File: src/rtl/uart_tx_8n1_if.sv
`default_nettype none
// +----------------------------------------------------------------------+
// | Module   : uart_tx_8n1_if                                            |
// | Desc     : FIFO read port between the TX byte FIFO and uart_tx_8n1.  |
// | Revision : 1.0                                                       |
// +----------------------------------------------------------------------+
interface uart_tx_8n1_if;
   logic       fifo_empty;
   logic [7:0] fifo_data;
   logic       fifo_rd_en;

   // master = transmitter (issues pops), slave = FIFO read side
   modport master (
      input  fifo_empty,
      input  fifo_data,
      output fifo_rd_en
   );

   modport slave (
      output fifo_empty,
      output fifo_data,
      input  fifo_rd_en
   );
endinterface
`default_nettype wire

File: src/rtl/uart_tx_8n1.sv
`default_nettype none
// +----------------------------------------------------------------------+
// | Module   : uart_tx_8n1                                               |
// | Desc     : Pops bytes from the TX FIFO and shifts them out as 8N1.   |
// |            Define UART_TX_EVEN_PARITY_EN for 8E1 framing.            |
// | Revision : 1.0                                                       |
// +----------------------------------------------------------------------+
module uart_tx_8n1 #(
   parameter int CLKS_PER_BIT = 104
) (
   input  wire           i_clk,
   input  wire           i_reset,
   input  wire           i_tx_en,
   uart_tx_8n1_if.master fifo,
   output logic          o_tx,
   output logic          o_busy,
   output logic          o_tx_done
);

   localparam int                 c_cnt_w    = $clog2(CLKS_PER_BIT);
   localparam logic [c_cnt_w-1:0] c_cnt_last = c_cnt_w'(CLKS_PER_BIT - 1);

   localparam logic [2:0] c_st_idle   = 3'd0;
   localparam logic [2:0] c_st_fetch  = 3'd1;
   localparam logic [2:0] c_st_load   = 3'd2;
   localparam logic [2:0] c_st_start  = 3'd3;
   localparam logic [2:0] c_st_data   = 3'd4;
   localparam logic [2:0] c_st_stop   = 3'd5;
`ifdef UART_TX_EVEN_PARITY_EN
   localparam logic [2:0] c_st_parity = 3'd6;
`endif

   logic [2:0]         r_state;
   logic [c_cnt_w-1:0] r_cnt;
   logic [2:0]         r_bit_idx;
   logic [7:0]         r_shift;
   logic               r_tx;
   logic               r_rd_en;
`ifdef UART_TX_EVEN_PARITY_EN
   logic               r_parity;
`endif

   logic [2:0]         w_state_nxt;
   logic [c_cnt_w-1:0] w_cnt_nxt;
   logic [c_cnt_w-1:0] w_cnt_inc;
   logic [2:0]         w_bit_idx_nxt;
   logic [7:0]         w_shift_nxt;
   logic               w_tx_nxt;
   logic               w_rd_en_nxt;
   logic               w_bit_end;
   logic               w_start;

   assign w_bit_end = (r_cnt == c_cnt_last);
   assign w_cnt_inc = w_bit_end ? '0 : r_cnt + c_cnt_w'(1);
   assign w_start   = i_tx_en & ~fifo.fifo_empty;

   assign o_tx            = r_tx;
   assign fifo.fifo_rd_en = r_rd_en;

   always_ff @(posedge i_clk or posedge i_reset) begin
      if (i_reset) begin
         r_state   <= c_st_idle;
         r_cnt     <= '0;
         r_bit_idx <= '0;
         r_shift   <= '0;
         r_tx      <= 1'b1;
         r_rd_en   <= 1'b0;
`ifdef UART_TX_EVEN_PARITY_EN
         r_parity  <= 1'b0;
`endif
      end else begin
         r_state   <= w_state_nxt;
         r_cnt     <= w_cnt_nxt;
         r_bit_idx <= w_bit_idx_nxt;
         r_shift   <= w_shift_nxt;
         r_tx      <= w_tx_nxt;
         r_rd_en   <= w_rd_en_nxt;
`ifdef UART_TX_EVEN_PARITY_EN
         if (r_state == c_st_load) begin
            r_parity <= ^fifo.fifo_data;
         end
`endif
      end
   end

   always_comb begin
      w_state_nxt = r_state;
      case (r_state)
         c_st_idle:  if (w_start) w_state_nxt = c_st_fetch;
         c_st_fetch: w_state_nxt = c_st_load;
         c_st_load:  w_state_nxt = c_st_start;
         c_st_start: if (w_bit_end) w_state_nxt = c_st_data;
         c_st_data: begin
            if (w_bit_end && (r_bit_idx == 3'd7)) begin
`ifdef UART_TX_EVEN_PARITY_EN
               w_state_nxt = c_st_parity;
`else
               w_state_nxt = c_st_stop;
`endif
            end
         end
`ifdef UART_TX_EVEN_PARITY_EN
         c_st_parity: if (w_bit_end) w_state_nxt = c_st_stop;
`endif
         // A waiting byte is fetched straight from STOP, no idle cycle.
         c_st_stop:  if (w_bit_end) w_state_nxt = w_start ? c_st_fetch : c_st_idle;
         default:    w_state_nxt = c_st_idle;
      endcase
   end

   always_comb begin
      w_cnt_nxt     = '0;
      w_bit_idx_nxt = r_bit_idx;
      w_shift_nxt   = r_shift;
      w_tx_nxt      = r_tx;
      w_rd_en_nxt   = 1'b0;
      o_busy        = (r_state != c_st_idle);
      o_tx_done     = 1'b0;
      case (r_state)
         c_st_idle: begin
            w_tx_nxt    = 1'b1;
            w_rd_en_nxt = w_start;
         end
         c_st_load: begin
            w_shift_nxt = fifo.fifo_data;
            w_tx_nxt    = 1'b0;
         end
         c_st_start: begin
            w_cnt_nxt = w_cnt_inc;
            if (w_bit_end) begin
               w_tx_nxt      = r_shift[0];
               w_bit_idx_nxt = '0;
            end
         end
         c_st_data: begin
            w_cnt_nxt = w_cnt_inc;
            if (w_bit_end) begin
               if (r_bit_idx == 3'd7) begin
`ifdef UART_TX_EVEN_PARITY_EN
                  w_tx_nxt = r_parity;
`else
                  w_tx_nxt = 1'b1;
`endif
               end else begin
                  w_tx_nxt      = r_shift[1];
                  w_shift_nxt   = {1'b0, r_shift[7:1]};
                  w_bit_idx_nxt = r_bit_idx + 3'd1;
               end
            end
         end
`ifdef UART_TX_EVEN_PARITY_EN
         c_st_parity: begin
            w_cnt_nxt = w_cnt_inc;
            if (w_bit_end) w_tx_nxt = 1'b1;
         end
`endif
         c_st_stop: begin
            w_cnt_nxt   = w_cnt_inc;
            o_tx_done   = w_bit_end;
            w_rd_en_nxt = w_bit_end & w_start;
         end
         default: ;
      endcase
   end

endmodule
`default_nettype wire

File: src/flat_wrapper.sv
// flat-port wrapper written by rule: the top's interface ports become plain ports
module uart_tx_8n1_flat 
#(
   parameter int CLKS_PER_BIT = 104
)
  (i_clk, i_reset, i_tx_en, o_tx, o_busy, o_tx_done, fifo_fifo_empty, fifo_fifo_data, fifo_fifo_rd_en);
  uart_tx_8n1_if fifo_i ();
  input  wire i_clk;
  input  wire i_reset;
  input  wire i_tx_en;
  output logic o_tx;
  output logic o_busy;
  output logic o_tx_done;
  input wire logic [$bits(fifo_i.fifo_empty)-1:0] fifo_fifo_empty;
  input wire logic [$bits(fifo_i.fifo_data)-1:0] fifo_fifo_data;
  output wire logic [$bits(fifo_i.fifo_rd_en)-1:0] fifo_fifo_rd_en;
  assign fifo_i.fifo_empty = fifo_fifo_empty;
  assign fifo_i.fifo_data = fifo_fifo_data;
  assign fifo_fifo_rd_en = fifo_i.fifo_rd_en;
  uart_tx_8n1 #(.CLKS_PER_BIT(CLKS_PER_BIT)) u_core (.i_clk(i_clk), .i_reset(i_reset), .i_tx_en(i_tx_en), .fifo(fifo_i), .o_tx(o_tx), .o_busy(o_busy), .o_tx_done(o_tx_done));
endmodule
File: config.mk
export PLATFORM = sky130hd
export DESIGN_NAME = uart_tx_8n1_flat
export DESIGN_NICKNAME = d
export VERILOG_FILES = /design/src/rtl/uart_tx_8n1_if.sv /design/src/rtl/uart_tx_8n1.sv /design/src/flat_wrapper.sv
export SDC_FILE = /design/constraint.sdc
export NUM_CORES = 1
export LEC_CHECK = 0
export CAP_MARGIN = 20
export CORE_ASPECT_RATIO = 0.7
export CORE_MARGIN = 2
export CORE_UTILIZATION = 50
export CTS_CLUSTER_SIZE = 20
export DETAILED_ROUTE_END_ITERATION = 12
export PLACE_DENSITY = 0.73
export RECOVER_POWER = 50
export SYNTH_ARGS = -nofsm -noshare
export SYNTH_HDL_FRONTEND = slang
export SYNTH_SLANG_ARGS = --single-unit
File: constraint.sdc
create_clock -name i_clk -period 2.4 [get_ports i_clk]
set_input_delay 0.36 -clock i_clk [delete_from_list [all_inputs] [get_ports i_clk]]
set_output_delay 0.36 -clock i_clk [all_outputs]
set_load 0.02 [all_outputs]
==> run summary <==
post-synth cell types -> 40
Die H -> 45.6 um
ranking of synthesized cells by area -> dfrtp_1, mux2_2, nor2_1
Leakage Power -> 0.609 nW
Data required, critical path -> 2.04 ns
ys async rst share -> 1.00
worst vdd ir -> 0.000331 V
final WL -> 2290 um
nets -> 146
Worst Tran Pin Value -> 1.18 ns
Synth Area per Inst -> 11.0 um^2
Crit Path Class -> flop to output pin
met1 Usage GRT -> 0.256
gr usage total -> 0.176
first-pass GRT wire length -> 3900 um
total stage count of the critical path -> 2
largest area contributor in the netlist -> dfrtp_1
H-tree depth -> 1
CP endpoint kind -> output pin
Die Width -> 63.4 um
RSZ-0062 raised after global routing -> no
Post-DP Area -> 0.00143 mm^2
Post-route DRC -> 0
CP Launch Point -> u_core.r_state[2]
CP cell instances -> or3_2 > clkdlybuf4s50_1
critical path launch point type -> flop
Bufs and invs on worst path -> 1
Max Fclk -> 451 MHz
Detailed Place HPWL -> 1700 um
worst skew pair latency -> 0.31 ns
Net Count, Synth -> 127
sequential area share after synthesis -> 0.467
Synth Flop Type -> dfrtp_1
crit-path max cell delay -> 0.55 ns
reg2reg start -> u_core.r_cnt[0]
DRT iter0 DRCs -> 67
vias post-DR -> 867
Slew Limit Fails -> 0
Final Total Pwr -> 0.618 mW
Max-Cap Viols -> 0
clock-pin slew on the worst setup and hold paths -> 0.13 ns
gpl congestion -> 0.755
wire length per cell -> 14.0 um
TritonCTS clock tree -> done
number of synthesized register bits -> 23
post-synth top area share -> 0.445
share of cells above drive strength 1 -> 0.238
YS warnings -> 0
met2 Usage GRT -> 0.269
slowest CP cell -> dfrtp_1
most frequent cells in the layout -> dfrtp_1, mux2_2, clkdlybuf4s50_1
Reg2Reg Depth -> 5
outcome -> completed
Hold Path Cell Cnt -> 1
setup TNS -> 0 ns
Remaining Overflow, GRT -> 0
CP max FO -> 14
TritonRoute pass-1 iters -> 4
PwrDens -> 427 mW/mm^2
Post-CTS Setup Bufs -> 0
CTS Root Cell -> clkbuf_4
clk sink count -> 23
I/O pins -> 16
hold buffers post-CTS -> 0
Final Hold Viols -> 0
M3 GR Usage -> 0.0520
endpoints failing setup -> 0
Max Root-Sink Buffers -> 2
CP top delay family -> flip-flops
most common cell after layout, fill and taps aside -> dfrtp_1
DR vias/cell -> 5.29
Core Region -> 0.00240 mm^2
GRT busiest layer -> met2
largest net degree at the start of global routing -> 24
number of global-route vias before repair -> 839
hold_sp -> u_core.r_cnt[0]
fillers -> 228
Layout area overhead -> 17.2%
Mapped Cells -> 112
# rows -> 15
Post-synth EDFFs -> 0
cts bufs inserted -> 3
WP data arrival -> 1.86 ns
Hold Crit Class -> flop to flop
Slew headroom -> 0.213
Die ar. -> 0.00289 mm^2
antenna viol nets, final -> 0
mapped cell area -> 0.00124 mm^2
Worst Skew -> 0.00356 ns
Period Utilization, post-route -> 0.924
initial core utilization -> 0.515
Design Area, Final -> 0.00145 mm^2
post-layout minimum cycle time -> 2.22 ns
IO buf count -> 15
Ant. Diodes -> 0
initial antenna violation count -> 0
worst register-to-register path: stages (launching register included):
cell and delay, ns:
dfrtp_1 0.41, ha_1 0.25, and3_1 0.22, and2_4 0.20, a21oi_4 0.29, mux2_2 0.38
flip-flops by register name, summed over array words and instances (netlist names):
name                    cells
u_core.r_bit_idx            3
u_core.r_shift              8
u_core.r_cnt                7
u_core.fifo.fifo_rd_en      1
u_core.o_tx                 1
u_core.r_state              3
final cells by class:
| cell class | count | area [um^2] | area share |
|---|---|---|---|
| inverters | 3 | 11.3 | 0.00777 |
| repair buffers | 17 | 156 | 0.108 |
| multi-input cells | 83 | 632 | 0.436 |
| well taps | 34 | 42.5 | 0.0294 |
| flip-flops and latches | 23 | 577 | 0.398 |
| clock inverters | 1 | 7.51 | 0.00518 |
| clock buffers | 3 | 22.5 | 0.0155 |
cells in the mapped netlist (2+ instances only):
master    count
nand2b_1      2
a32o_1        2
inv_1         3
and3_1        3
a21oi_1       8
mux2_2       14
nand3_1       3
ha_1          3
nor4b_1       2
dfrtp_1      22
nand2_1       4
xnor2_1       2
nor2_1       12
xor2_1        2
nor2b_1       3
o21ai_0       3
layer usage:
metal  vias to the layer above  routed length [um]  share of wire
li1                        437                   -              -
met1                       412                1140           0.50
met2                        16                1060           0.46
met3                         2                  73          0.032
met4                         0                   8         0.0035
met5                         -                   0              0
what timing repair did:
action                     in CTS  in global routing
hold endpoints to repair        0                  0
pin swaps                       0                  0
setup endpoints to repair       1                  1
gates resized for setup         1                  2
gates cloned                    0                  0
path summary, 6_finish.rpt:
check / end / slack (ns)
min in group asynchronous: u_core.r_cnt[6] / 0.85
max in group asynchronous: u_core.r_shift[0] / 0.86
setup reg to reg: u_core.r_shift[2] / 0.54
hold reg to reg: u_core.r_cnt[0] / 0.47
setup / recovery: o_busy / 0.18
hold / removal: u_core.r_cnt[0] / 0.47
through the flow:
step                utilization  setup WS (ns)  hold slack (ns)  std cells
global route              0.603         0.0801            0.495        164
floorplan                     -          0.584            0.361        112
CTS                       0.606         0.0786            0.362        164
global placement          0.594          0.214            0.436        160
detailed placement        0.594          0.176            0.450        160
finish                    0.603          0.181            0.474        164
kinds of logic after synthesis:
| logic type | count (synthesis) | share of synthesized area |
|---|---|---|
| adders and majority gates | 3 | 0.0304 |
| buffers and inverters | 6 | 0.0223 |
| xor gates and xnor gates | 4 | 0.0283 |
| muxes | 15 | 0.136 |
| and+or+nand+nor | 39 | 0.191 |
| DFF | 23 | 0.467 |
| AOI/OAI and AO/OA | 22 | 0.126 |
report_power, final:
part           switching [mW]  internal, mW  leakage, nW
logic                  0.0137        0.0255        0.330
clock network           0.117        0.0635       0.0139
registers             0.00363         0.394        0.265
(Power assumes the default switching activity.)
